## src/rtl/ctrl_pipe_regs.sv

```systemverilog
// ID/EX, EX/MEM and MEM/WB control registers with load-use stall and flush squash.
// Optional saturating stall/flush counters are enabled by defining CTRL_PERF_CNT_EN.
module ctrl_pipe_regs #(
  parameter int unsigned CNT_W = 16
) (
  input  logic       clk,
  input  logic       rst,
  input  logic       id_valid,
  input  logic       RegDst,
  input  logic       ALUSrc,
  input  logic       MemtoReg,
  input  logic       RegWrite,
  input  logic       MemRead,
  input  logic       MemWrite,
  input  logic       Branch,
  input  logic       Jump,
  input  logic [1:0] ALUOp,
  input  logic [4:0] id_rs,
  input  logic [4:0] id_rt,
  input  logic [4:0] id_rd,
  input  logic       flush,
  output logic       stall,
  output logic       ex_ALUSrc,
  output logic       ex_Branch,
  output logic       ex_Jump,
  output logic [1:0] ex_ALUOp,
  output logic [4:0] ex_wreg,
  output logic       mem_MemRead,
  output logic       mem_MemWrite,
  output logic       mem_Branch,
  output logic       mem_Jump,
  output logic       wb_RegWrite,
  output logic       wb_MemtoReg,
  output logic [4:0] wb_wreg
`ifdef CTRL_PERF_CNT_EN
  ,
  output logic [CNT_W-1:0] stall_cnt,
  output logic [CNT_W-1:0] flush_cnt
`endif
);

  typedef struct packed {
    logic       alusrc;
    logic       branch;
    logic       jump;
    logic [1:0] aluop;
    logic       regwrite;
    logic       memtoreg;
    logic       memread;
    logic       memwrite;
    logic [4:0] wreg;
  } ex_ctrl_t;

  typedef struct packed {
    logic       regwrite;
    logic       memtoreg;
    logic       memread;
    logic       memwrite;
    logic       branch;
    logic       jump;
    logic [4:0] wreg;
  } mem_ctrl_t;

  typedef struct packed {
    logic       regwrite;
    logic       memtoreg;
    logic [4:0] wreg;
  } wb_ctrl_t;

  ex_ctrl_t  id_ctrl;
  ex_ctrl_t  ex_d, ex_q;
  mem_ctrl_t mem_d, mem_q;
  wb_ctrl_t  wb_d, wb_q;
  logic      hazard;

  // Only an exact 1 on RegDst picks rd; anything else (including X) falls to rt.
  always_comb begin
    id_ctrl = '0;
    if (id_valid) begin
      id_ctrl.alusrc   = ALUSrc;
      id_ctrl.branch   = Branch;
      id_ctrl.jump     = Jump;
      id_ctrl.aluop    = ALUOp;
      id_ctrl.regwrite = RegWrite;
      id_ctrl.memtoreg = MemtoReg;
      id_ctrl.memread  = MemRead;
      id_ctrl.memwrite = MemWrite;
      if (RegDst == 1'b1) id_ctrl.wreg = id_rd;
      else                id_ctrl.wreg = id_rt;
    end
  end

  always_comb begin
    hazard = id_valid & ex_q.memread & (ex_q.wreg != 5'd0) &
             ((ex_q.wreg == id_rs) | (ex_q.wreg == id_rt));
    stall  = hazard & ~flush;
  end

  always_comb begin
    ex_d  = id_ctrl;
    mem_d = '{regwrite: ex_q.regwrite, memtoreg: ex_q.memtoreg,
              memread:  ex_q.memread,  memwrite: ex_q.memwrite,
              branch:   ex_q.branch,   jump:     ex_q.jump,
              wreg:     ex_q.wreg};
    wb_d  = '{regwrite: mem_q.regwrite, memtoreg: mem_q.memtoreg, wreg: mem_q.wreg};
    if (flush) begin
      ex_d  = '0;
      mem_d = '0;
    end else if (stall) begin
      ex_d  = '0;
    end
  end

  always_ff @(posedge clk) begin
    if (rst) begin
      ex_q  <= '0;
      mem_q <= '0;
      wb_q  <= '0;
    end else begin
      ex_q  <= ex_d;
      mem_q <= mem_d;
      wb_q  <= wb_d;
    end
  end

  assign ex_ALUSrc    = ex_q.alusrc;
  assign ex_Branch    = ex_q.branch;
  assign ex_Jump      = ex_q.jump;
  assign ex_ALUOp     = ex_q.aluop;
  assign ex_wreg      = ex_q.wreg;
  assign mem_MemRead  = mem_q.memread;
  assign mem_MemWrite = mem_q.memwrite;
  assign mem_Branch   = mem_q.branch;
  assign mem_Jump     = mem_q.jump;
  assign wb_RegWrite  = wb_q.regwrite;
  assign wb_MemtoReg  = wb_q.memtoreg;
  assign wb_wreg      = wb_q.wreg;

`ifdef CTRL_PERF_CNT_EN
  logic [CNT_W-1:0] stall_cnt_q, stall_cnt_d;
  logic [CNT_W-1:0] flush_cnt_q, flush_cnt_d;

  always_comb begin
    stall_cnt_d = stall_cnt_q;
    flush_cnt_d = flush_cnt_q;
    if (stall && (stall_cnt_q != '1)) stall_cnt_d = stall_cnt_q + CNT_W'(1);
    if (flush && (flush_cnt_q != '1)) flush_cnt_d = flush_cnt_q + CNT_W'(1);
  end

  always_ff @(posedge clk) begin
    if (rst) begin
      stall_cnt_q <= '0;
      flush_cnt_q <= '0;
    end else begin
      stall_cnt_q <= stall_cnt_d;
      flush_cnt_q <= flush_cnt_d;
    end
  end

  assign stall_cnt = stall_cnt_q;
  assign flush_cnt = flush_cnt_q;
`endif

endmodule

```

## config.mk

```make
export PLATFORM = sky130hd
export DESIGN_NAME = ctrl_pipe_regs
export DESIGN_NICKNAME = d
export VERILOG_FILES = /design/src/rtl/ctrl_pipe_regs.sv
export SDC_FILE = /design/constraint.sdc
export NUM_CORES = 1
export LEC_CHECK = 0
export BUFFER_PORTS_ARGS = -buffer_cell sky130_fd_sc_hd__buf_2
export CORE_ASPECT_RATIO = 0.75
export CORE_MARGIN = 2
export CORE_UTILIZATION = 30
export CTS_BUF_LIST = sky130_fd_sc_hd__clkbuf_8
export DETAILED_ROUTE_END_ITERATION = 12
export PLACE_DENSITY_LB_ADDON = 0.25
export REMOVE_ABC_BUFFERS = 1
export SYNTH_ARGS = -nofsm -noshare
export SYNTH_HDL_FRONTEND = slang
export SYNTH_SLANG_ARGS = --single-unit
```

## constraint.sdc

```tcl
create_clock -name clk -period 3.4 [get_ports clk]
set_clock_uncertainty 0.2 [all_clocks]
set_input_delay 0.17 -clock clk [delete_from_list [all_inputs] [get_ports clk]]
set_output_delay 0.17 -clock clk [all_outputs]
set_load 0.005 [all_outputs]
```

# Yosys cells after proc, flatten, opt, wreduce, memory -nomap -nowiden
# Index checks and enable logic that the tools add are counted.
[op_classes] n_eq_ne=2 muxes=1 bitwise=7 reduce_logical=3
[op_table] cell="5-bit equality test" count=2
[op_table] cell="5-bit two-way mux" count=1
[op_table] cell="5-bit nonzero test" count=1
[op_table] cell="1-bit AND" count=4
[op_table] cell="4-bit OR reduction" count=1
[op_table] cell="1-bit inverter" count=2
[op_table] cell="2-bit OR reduction" count=1
[op_table] cell="1-bit bitwise OR" count=1
[word_totals] register_bits=32 in_bits=29 out_inout_bits=22 elab_cells=32

# Depth between registers and ports, before layout
# Gate-level depths: netlist of run 1.
[logic_depth] ltp_word=5 ltp_mapped=5 mapped_depth_nobuf=4

# Least setup slack after synthesis of run 1
# OpenSTA, ideal clock, no wires.
[synth_path] path_type="flip-flop to flip-flop" startpoint="register ex_q, in the netlist ex_wreg[0]" endpoint="register ex_q, in the netlist ex_wreg[3]" setup_ns=0.079 arrival_ns=1.362 required_ns=3.121 path_slack_ns=1.758 path_stages_with_launch=5 path_buffers=1 period_less_slack_ns=1.642 path_cell_list="dfxtp_1 -> or3_1 -> o311a_4 -> buf_6 -> a211oi_2"
[synth_between] elab_chain_len=5 word_cells_on_any_way=8 cone_classes="eq/ne: 2; bitwise: 4; reduce/logical: 2"
[synth_rtl] item="start, declared" line_no="71" text="ex_ctrl_t ex_d, ex_q;"
[synth_rtl] item="start signal, assigned" line_no="116" text="ex_q <= '0;"
[synth_rtl] item="start signal, assigned" line_no="120" text="ex_q <= ex_d;"
[synth_rtl] item="5-bit equality test or 5-bit nonzero test (tied branches)" line_no="95, 94"
[synth_rtl] item="1-bit bitwise OR or 1-bit AND (tied branches)" line_no="95, 94"
[synth_rtl] item="1-bit AND *" line_no="94" text="hazard = id_valid & ex_q.memread & (ex_q.wreg != 5'd0) &"
[synth_rtl] item="1-bit AND *" line_no="96" text="stall = hazard & ~flush;"
[synth_rtl] item="4-bit OR reduction (no source line) *"
# Every way passes the cells marked *; elsewhere a longest branch is shown, timed or not.
# A chain may end at the register's enable or synchronous reset.

# Final worst setup path of run 1
[layout_path] startpoint="register ex_q, in the netlist ex_wreg[0]" endpoint="output port stall"
[layout_between] elab_chain_len=4 word_cells_on_any_way=7 cone_classes="eq/ne: 2; bitwise: 4; reduce/logical: 1"
[layout_rtl] item="5-bit equality test or 5-bit nonzero test (tied branches)" line_no="95, 94"
[layout_rtl] item="1-bit bitwise OR or 1-bit AND (tied branches)" line_no="95, 94"
[layout_rtl] item="1-bit AND *" line_no="94"
[layout_rtl] item="1-bit AND *" line_no="96"
[layout_rtl] item="end, declared" line_no="22" text="output logic stall,"
# Marks and branches as above.

==> results of run 1 <==
==> where the power goes <==
part           internal, uW  switching [uW]  leakage [uW]
Clock                   161             130     0.0000510
Sequential              381            4.11      0.000259
Combinational          37.3            28.9      0.000438
==> routing by layer <==
layer	wire length, um	vias to the layer above	global-route usage [%]	part of all wire, %
li1	-	475	-	-
met1	1190	376	15.6	50
met2	1020	34	17.1	43
met3	163	3	5.14	6.8
met4	16	0	4.68	0.67
met5	0	-	0	0
==> how the worst max path moves through the flow <==
stage                     from     to  slack, ns  depth (start not counted)
detailed placement  ex_wreg[0]  stall       1.52                          4
finish              ex_wreg[0]  stall       1.23                          4
global placement    ex_wreg[0]  stall       1.55                          4
floorplan           ex_wreg[4]  stall       1.46                          4
CTS                 ex_wreg[0]  stall       1.22                          4
global route        ex_wreg[3]  stall       1.15                          6
==> final cells by class <==
cell class,count,share of cell area (%)
sequential,32,39.6
multi-input combinational,66,28.0
timing repair buffer,62,22.6
clock buffer,6,5.11
tap,52,4.02
clock inverter,2,0.619
==> kinds of logic (layout without fill, tap and decap cells) <==
kind of cell	after synthesis	count (layout)	synth area share [%]
AOI/OAI and AO/OA	16	16	9.78
buffers and inverters	13	70	7.12
and+or+nand+nor	35	35	17.0
muxes	5	5	4.25
xor gates and xnor gates	10	10	7.44
DFF	32	32	54.4
==> synth_stat cells (3+ instances only) <==
| master | count | area share [%] |
|---|---|---|
| dfxtp_1 | 32 | 54 |
| nand3_1 | 11 | 4.7 |
| a211oi_1 | 4 | 2.6 |
| and2_1 | 10 | 5.3 |
| a21oi_1 | 9 | 3.8 |
| buf_4 | 7 | 4.5 |
| clkbuf_1 | 3 | 0.96 |
| mux2i_1 | 5 | 4.3 |
| xnor2_1 | 10 | 7.4 |
| nor2b_1 | 7 | 3.7 |
| nand2_1 | 3 | 0.96 |
==> critical path: stages (launching register included) <==
cell	delay [ns]
dfxtp_1	0.36
or3_1	0.40
o311a_4	0.40
and3b_2	0.24
buf_2	0.12
==> flip-flops by register name (all words and copies together), names as in the netlist, 2 cells and up <==
name / flops
ex_ALUOp: 2
ex_q: 4
ex_wreg: 5
mem_q: 7
wb_wreg: 5
==> per-stage QoR <==
step,hold slack [ns],area [um2],utilization [%],power [uW],cells
5_1_grt,0.0275,1620,43.6,777,220
3_3_place_gp,0.216,1420,38.4,451,202
4_1_cts,0.0128,1620,43.6,752,220
3_5_place_dp,0.210,1420,38.4,452,202
2_1_floorplan,0.0416,1090,-,418,98
6_report,0.00930,1620,43.6,743,220
==> repair_timing <==
item | 4_1_cts | 5_1_grt
resized for setup | 0 | 0
endpoints found under the hold margin | 16 | 0
hold buffers | 10 | 0
==> flow_summary.json, run 1 <==
{
  "io_buffers": 50,
  "row_count": 19,
  "final_common_cell": "buf_2",
  "place_congestion": 0.814,
  "final.min_clock_period_ns": 2.17,
  "syn_area_per_cell_um2": 10.6,
  "route.vias.total": 888,
  "first_pass_iters": 4,
  "dp_hpwl_mm": 1.70,
  "dieArea_mm2": 0.00445,
  "synth-main-ff-cell": "dfxtp_1",
  "timing.rr.end": "ex_wreg[4]",
  "finalSetupViolations": 0,
  "ys_warn_count": 0,
  "clk_latency_ns": 0.28,
  "grt_usage_pct": 11.8,
  "rsz0062_at_grt": "no",
  "worstPathArrival_ns": 1.80,
  "layout_common_cells": "buf_2 (50), dfxtp_1 (32), nand3_1 (11)",
  "avgRoutedWirePerCell_um": 10.8,
  "slew_headroom_pct": 81.3,
  "min_path_cells": 3,
  "synth-seq-cells": 32,
  "r2r_slack_ns": 1.68,
  "vdd_ir_drop_max_v": 0.000227,
  "die_h_um": 58.3,
  "via_per_inst": 4.04,
  "min_from": "id_rd[3]",
  "cts_tree": "yes",
  "register_area_um2": 641,
  "ant_nets": 0,
  "worstPathRequired_ns": 3.03,
  "htreeDepth": 2,
  "fin_ws_ns": 1.23,
  "dp_slack_ns": 1.52,
  "drv_slew": 0,
  "grt_overflow": 0,
  "maxCapViolations": 0,
  "startpoint_type": "register",
  "multiInputGateArea_um2": 453,
  "outcome": "complete, no violations",
  "synth-async-reset-ratio_pct": 0,
  "numClockSinks": 32,
  "clk_pin_slew_ns": 0.07,
  "cts-root-buf": "clkbuf_8",
  "critPathKind": "reg -> out",
  "core_area_mm2": 0.00371,
  "worstPathMaxFanout": 15,
  "ff2ff_path_depth": 3,
  "die_width_um": 76.3,
  "drtIter0Drc": 17,
  "worstSetupEndpointType": "primary output",
  "finalHoldViolations": 0,
  "grt_max_degree": 22,
  "fin_tns_setup_ns": 0,
  "start_util_pct": 31.7,
  "drive_above_1_share_pct": 38.1,
  "syn_area_mm2": 0.00118,
  "clockBufferDepth": 2,
  "reg2reg_from": "ex_wreg[0]",
  "nFillCells": 390,
  "diodes": 0,
  "p_leak_uw": 0.000748,
  "synth_cell_type_count": 21,
  "ioPinCount": 51,
  "hp-class": "in -> reg",
  "nNetsFinal": 196,
  "grt_pass1_vias": 900,
  "area_delta_synth_final_pct": 37.3,
  "numCtsBuffers": 5,
  "grt_pass1_wl_mm": 4.06,
  "syn_inst": 111,
  "powerDensity_mw_per_mm2": 460,
  "whs_endpoint": "ex_wreg[3]",
  "tightest_slew_ns": 0.281,
  "drc": 0,
  "fmax_mhz": 461,
  "routed_wl_mm": 2.38,
  "period_share_pct": 63.8,
  "synth_edf_count": 0,
  "post_cts.repair.setup_buffers": 0,
  "antenna_found_initial": 0,
  "seq_area_frac_synth_pct": 54.4
}
Note: power is estimated with default switching activity, not from simulation.
==> run 2: changes to the inputs <==
--- a/config.mk
+++ b/config.mk
@@ -5,6 +5,7 @@
 export SDC_FILE = /design/constraint.sdc
 export NUM_CORES = 1
 export LEC_CHECK = 0
+export ABC_AREA = 1
 export BUFFER_PORTS_ARGS = -buffer_cell sky130_fd_sc_hd__buf_2
 export CORE_ASPECT_RATIO = 0.75
 export CORE_MARGIN = 2
==> constraint.sdc (replaced) <==
create_clock -name clk -period 1.9 [get_ports clk]
set_clock_uncertainty 0.2 [all_clocks]
set_input_delay 0.095 -clock clk [delete_from_list [all_inputs] [get_ports clk]]
set_output_delay 0.095 -clock clk [all_outputs]
set_load 0.005 [all_outputs]
==> run 2 against run 1 <==
Compared with the run above:
- die area increased by 2.3%
- sequential power increased by 79%
- cell area increased by 6.7%
- setup slack got worse by 1.1 ns
- largest power group unchanged
- sequential share of layout area decreased by 2.4 points
- largest cell class unchanged
- critical path type unchanged
- total power increased by 73%
- sequential cell count unchanged
- clock-buffer cell count decreased by 1
- routed wire length increased by 7.6%
==> flow_summary.json, run 2 <==
{
  "outcome": "complete, no violations",
  "ys_top_cells_by_count": "nor2_1 (42), inv_1 (36), dfxtp_1 (32), nand2_1 (24), buf_4 (7)",
  "io_buffers": 50,
  "avgRoutedWirePerCell_um": 9.15,
  "grt_pass1_vias": 1075,
  "clockBufferDepth": 2,
  "tightest_slew_ns": 0.277,
  "dp_slack_ns": 0.295,
  "power_uw": 1290,
  "grt_usage_pct": 12.2,
  "worstSetupEndpointType": "primary output",
  "place_area_mm2": 0.00145,
  "core_area_mm2": 0.00376,
  "syn_area_per_cell_um2": 7.49,
  "critPathKind": "reg -> out",
  "finalSetupViolations": 0,
  "ioPinCount": 51,
  "startpoint_type": "register",
  "slew_headroom_pct": 81.5,
  "drtIter0Drc": 26,
  "ff2ff_path_depth": 9,
  "routed_wl_mm": 2.56,
  "whs_endpoint": "mem_q[9]",
  "maxCapViolations": 0,
  "start_util_pct": 32.1,
  "min_from": "flush",
  "die_h_um": 58.9,
  "layout_common_cells": "buf_2 (50), nor2_1 (42), inv_1 (37)",
  "route.vias.total": 1062,
  "synth-main-ff-cell": "dfxtp_1",
  "grt_pass1_wl_mm": 4.24,
  "htreeDepth": 2,
  "synth_cell_type_count": 17,
  "dieArea_mm2": 0.00455,
  "clk_pin_slew_ns": 0.06,
  "r2r_slack_ns": 0.32,
  "synthTopCellsByArea": "dfxtp_1 (53%), nor2_1 (13%), inv_1 (11%), nand2_1 (7.5%), buf_4 (4.4%)",
  "cts-root-buf": "clkbuf_8",
  "fin_ws_ns": 0.150,
  "yosysMostFrequentCell": "nor2_1",
  "numClockSinks": 32,
  "drive_above_1_share_pct": 26.8,
  "ant_nets": 0,
  "rsz0062_at_grt": "no",
  "yosys.area.top_type": "dfxtp_1",
  "synth_edf_count": 0,
  "seq_area_frac_synth_pct": 53.1,
  "synth-async-reset-ratio_pct": 0,
  "vdd_ir_drop_max_v": 0.000540,
  "area_delta_synth_final_pct": 43.0,
  "cts_tree": "yes",
  "antenna_found_initial": 0,
  "first_pass_iters": 4,
  "grt_max_degree": 15,
  "hp-class": "in -> reg",
  "synth_top_area_share_pct": 53.1,
  "nFillCells": 398,
  "worstPathArrival_ns": 1.46,
  "post_cts.repair.setup_buffers": 0,
  "final_common_cell": "buf_2",
  "diodes": 0,
  "die_width_um": 77.2,
  "clk_latency_ns": 0.27,
  "fin_tns_setup_ns": 0,
  "via_per_inst": 3.79,
  "place_congestion": 0.775,
  "row_count": 19,
  "p_leak_uw": 0.000921,
  "reg2reg_from": "ex_wreg[4]",
  "syn_area_mm2": 0.00121,
  "drv_slew": 0,
  "grt_overflow": 0,
  "worstPathRequired_ns": 1.60,
  "finalCoreUtilization_pct": 45.9,
  "fmax_mhz": 571,
  "nNetsFinal": 257,
  "numCtsBuffers": 5,
  "min_path_cells": 4,
  "syn_inst": 161,
  "period_share_pct": 92.1,
  "largest_reg_flops": 7,
  "powerDensity_mw_per_mm2": 745,
  "final.min_clock_period_ns": 1.75,
  "worstPathMaxFanout": 5,
  "design_area_mm2": 0.00173,
  "largest-register": "mem_q",
  "drc": 0,
  "ys_warn_count": 0,
  "finalHoldViolations": 0,
  "dp_hpwl_mm": 1.75,
  "timing.rr.end": "ex_Jump",
  "synth-seq-cells": 32
}
==> run 2: cell count changes after synthesis, sizes merged, moves of 3 or more <==
| cell | delta |
|---|---|
| nand2 | +22 |
| mux2i | -3 |
| nor2 | +42 |
| inv | +37 |
| nor2b | -7 |
| a21oi | -6 |
| and2 | -11 |
| a211oi | -5 |
| nand3 | -7 |
| xnor2 | -8 |
==> run 2: per-stage QoR <==
step                hold WS [ns]  instances
floorplan                -0.0338        150
global placement           0.110        253
detailed placement         0.115        253
CTS                        0.117        280
global route               0.137        280
finish                     0.132        280
==> run 2: cell families after synthesis <==
family | count (synthesis) | share of synthesized area, %
flip-flops | 32 | 53.1
AO/OA/AOI/OAI | 3 | 1.24
multiplexers | 2 | 1.66
AND/OR/NAND/NOR | 74 | 24.2
buffers and inverters | 48 | 18.4
XOR/XNOR | 2 | 1.45
==> run 2: area by class of cell <==
class                      instances  area (um2)  area share (%)
clock buffer                       5        68.8            3.99
clock inverter                     2        8.76           0.508
inverter                          37         139            8.05
multi-input combinational         81         344            19.9
sequential                        32         642            37.2
tap                               52        65.1            3.77
timing repair buffer              71         458            26.5
==> run 2: critical path, stage by stage (launching register included) <==
cell	delay, ns
dfxtp_1	0.42
inv_2	0.08
nand2_1	0.06
nand2_1	0.05
nor2_1	0.11
nand3_1	0.08
nand2_1	0.07
nand2_1	0.07
nor2_1	0.11
buf_2	0.12
==> run 2: worst max-delay path by stage <==
stage / startpoint / to / slack (ns) / cells past startpoint
final: ex_wreg[4] / stall / 0.15 / 9
after global routing: ex_wreg[4] / stall / 0.01 / 9
after CTS: ex_wreg[2] / stall / 0.09 / 9
after detailed placement: ex_wreg[2] / ex_wreg[3] / 0.29 / 9
after global placement: ex_wreg[2] / ex_Branch / 0.31 / 9
after floorplan: ex_wreg[2] / ex_ALUOp[1] / 0.55 / 9
==> run 2: per-layer routing <==
metal / global-route usage [%] / routed length, um / share of wire, %
met1: 13.6 / 1160 / 45
met2: 21.7 / 1200 / 47
met3: 5.21 / 183 / 7.1
met4: 3.32 / 19 / 0.74
met5: 0 / 0 / 0
==> run 2: power by group <==
group | switching [uW] | internal, uW
registers | 6.41 | 683
clock network | 216 | 243
logic | 58.9 | 78.1
total | 282 | 1000
==> run 2: timing repair <==
action                     4_1_cts  5_1_grt
hold buffers                    20        0
setup endpoints to repair        0        1
gates resized for setup          0        1
hold endpoints to repair        21        0
==> run 3: changes to the inputs <==
--- a/config.mk
+++ b/config.mk
@@ -7,9 +7,11 @@
 export LEC_CHECK = 0
 export ABC_AREA = 1
 export BUFFER_PORTS_ARGS = -buffer_cell sky130_fd_sc_hd__buf_2
+export CELL_PAD_IN_SITES_DETAIL_PLACEMENT = 2
+export CELL_PAD_IN_SITES_GLOBAL_PLACEMENT = 2
 export CORE_ASPECT_RATIO = 0.75
 export CORE_MARGIN = 2
-export CORE_UTILIZATION = 30
+export CORE_UTILIZATION = 23
 export CTS_BUF_LIST = sky130_fd_sc_hd__clkbuf_8
 export DETAILED_ROUTE_END_ITERATION = 12
 export PLACE_DENSITY_LB_ADDON = 0.25
==> run 3 against run 2 <==
Compared with the run above:
- sequential power barely moved
- clock-buffer cell count rose by 1
- first-iteration DRC count fell by 23%
- critical path depth fell by 2
- combinational power barely moved
- via count rose by 6.8%
==> flow_summary.json, run 3 (synthesis gave the netlist of run 2 again) <==
{
  "row_count": 22,
  "min_from": "id_rt[4]",
  "die_width_um": 87.6,
  "fin_ws_ns": 0.139,
  "grt_overflow": 0,
  "period_share_pct": 92.7,
  "outcome": "complete, no violations",
  "io_buffers": 50,
  "layout_common_cells": "buf_2 (50), nor2_1 (40), inv_1 (38)",
  "htreeDepth": 2,
  "area_delta_synth_final_pct": 46.2,
  "maxCapViolations": 0,
  "grt_usage_pct": 12.4,
  "fin_tns_setup_ns": 0,
  "post-place-cells": 272,
  "worstPathArrival_ns": 1.47,
  "vdd_ir_drop_max_v": 0.000402,
  "final_common_cell": "buf_2",
  "ff2ff_path_depth": 7,
  "reg2reg_from": "ex_wreg[2]",
  "drtIter0Drc": 20,
  "numCtsBuffers": 5,
  "timing.rr.end": "ex_ALUOp[1]",
  "fin_cells": 299,
  "largest_reg_flops": 7,
  "first_pass_iters": 2,
  "routed_wl_mm": 3.33,
  "nFillCells": 590,
  "startpoint_type": "register",
  "finalHoldViolations": 0,
  "grt_max_degree": 15,
  "cts_tree": "yes",
  "drc": 0,
  "fmax_mhz": 568,
  "slew_headroom_pct": 73.0,
  "nNetsFinal": 255,
  "hp-class": "in -> reg",
  "drv_slew": 0,
  "grt_pass1_vias": 1157,
  "slowest_stage": "dfxtp_4",
  "drive_above_1_share_pct": 30.0,
  "worstPathRequired_ns": 1.60,
  "clk_pin_slew_ns": 0.07,
  "min_path_cells": 5,
  "p_leak_uw": 0.000925,
  "worstSetupEndpointType": "primary output",
  "largest-register": "mem_q",
  "cts-root-buf": "clkbuf_8",
  "rsz0062_at_grt": "no",
  "critPathKind": "reg -> out",
  "die_h_um": 66.7,
  "dp_slack_ns": 0.216,
  "ioPinCount": 51,
  "via_per_inst": 3.79,
  "ant_nets": 0,
  "whs_endpoint": "ex_wreg[4]",
  "dp_hpwl_mm": 2.41,
  "finalSetupViolations": 0,
  "core_area_mm2": 0.00498,
  "max_stage_delay_ns": 0.35,
  "diodes": 0,
  "tightest_slew_ns": 0.405,
  "cpMostUsedCell": "nand2_1",
  "antenna_found_initial": 0,
  "start_util_pct": 24.2,
  "cp_cell_sequence": "buf_4 -> xnor2_1 -> nand3_1 -> nand2_1 -> nand2_1 -> nor2_1 -> buf_2",
  "clk_latency_ns": 0.28,
  "power_uw": 1360,
  "dieArea_mm2": 0.00585,
  "route.vias.total": 1134,
  "r2r_slack_ns": 0.33,
  "place_congestion": 0.783,
  "worstPathMaxFanout": 4,
  "numClockSinks": 32,
  "grt_pass1_wl_mm": 5.33,
  "avgRoutedWirePerCell_um": 11.1,
  "final.min_clock_period_ns": 1.76,
  "powerDensity_mw_per_mm2": 769,
  "clockBufferDepth": 2
}
[run 3: cell count changes in the layout (fill, tap and decap cells not counted), sizes merged]
| cell | change |
|---|---|
| clkinv | -1 |
| clkbuf | +1 |
| dlygate4sd3 | -2 |
| inv | +1 |
[run 3: worst max-delay path: cells and delay by family, from the launching register on]
family	cells	cell delay (ns)
xor+xnor	1	0.18
buf+inv	2	0.26
flops	1	0.35
simple gates	4	0.38
[run 3: final cells by class]
cell class	instances	area [um2]	share of cell area (%)
sequential	32	652	37.0
timing repair buffer	69	438	24.8
multi-input combinational	81	354	20.1
inverter	37	139	7.88
tap	72	90.1	5.11
clock buffer	6	82.6	4.68
clock inverter	2	7.51	0.426
[run 3: metal layers]
metal	track usage, %	wire, um
met1	14.5	1450
met5	0	0
met2	21.1	1660
met3	4.46	185
met4	4.04	30
[run 3: report_power, final]
part	internal, uW	leakage [uW]	total (uW)	switching, uW
clock network	284	0.0000538	529	245
logic	74.4	0.000609	140	66.0
registers	681	0.000262	687	6.16
[run 3: worst max path at each step]
stage	startpoint	to	slack (ns)
CTS	ex_wreg[2]	stall	0.02
global placement	ex_wreg[4]	ex_Jump	0.31
finish	ex_wreg[2]	stall	0.14
floorplan	ex_wreg[2]	ex_ALUOp[1]	0.55
detailed placement	ex_wreg[2]	ex_wreg[3]	0.22
global route	ex_wreg[3]	stall	0.02
[run 3: what timing repair did]
item	CTS	global route
buffers inserted	0	1
hold endpoints to repair	21	0
hold buffers	18	0
resized for setup	0	10
setup endpoints to repair	0	4
[run 3: stage by stage]
stage          cell area (um2)  hold WS (ns)  utilization (%)
2_1_floorplan             1120       -0.0338                -
3_3_place_gp              1460         0.109             29.4
3_5_place_dp              1460         0.121             29.4
4_1_cts                   1730       0.00480             34.8
5_1_grt                   1760        0.0428             35.4
6_report                  1760       0.00268             35.4
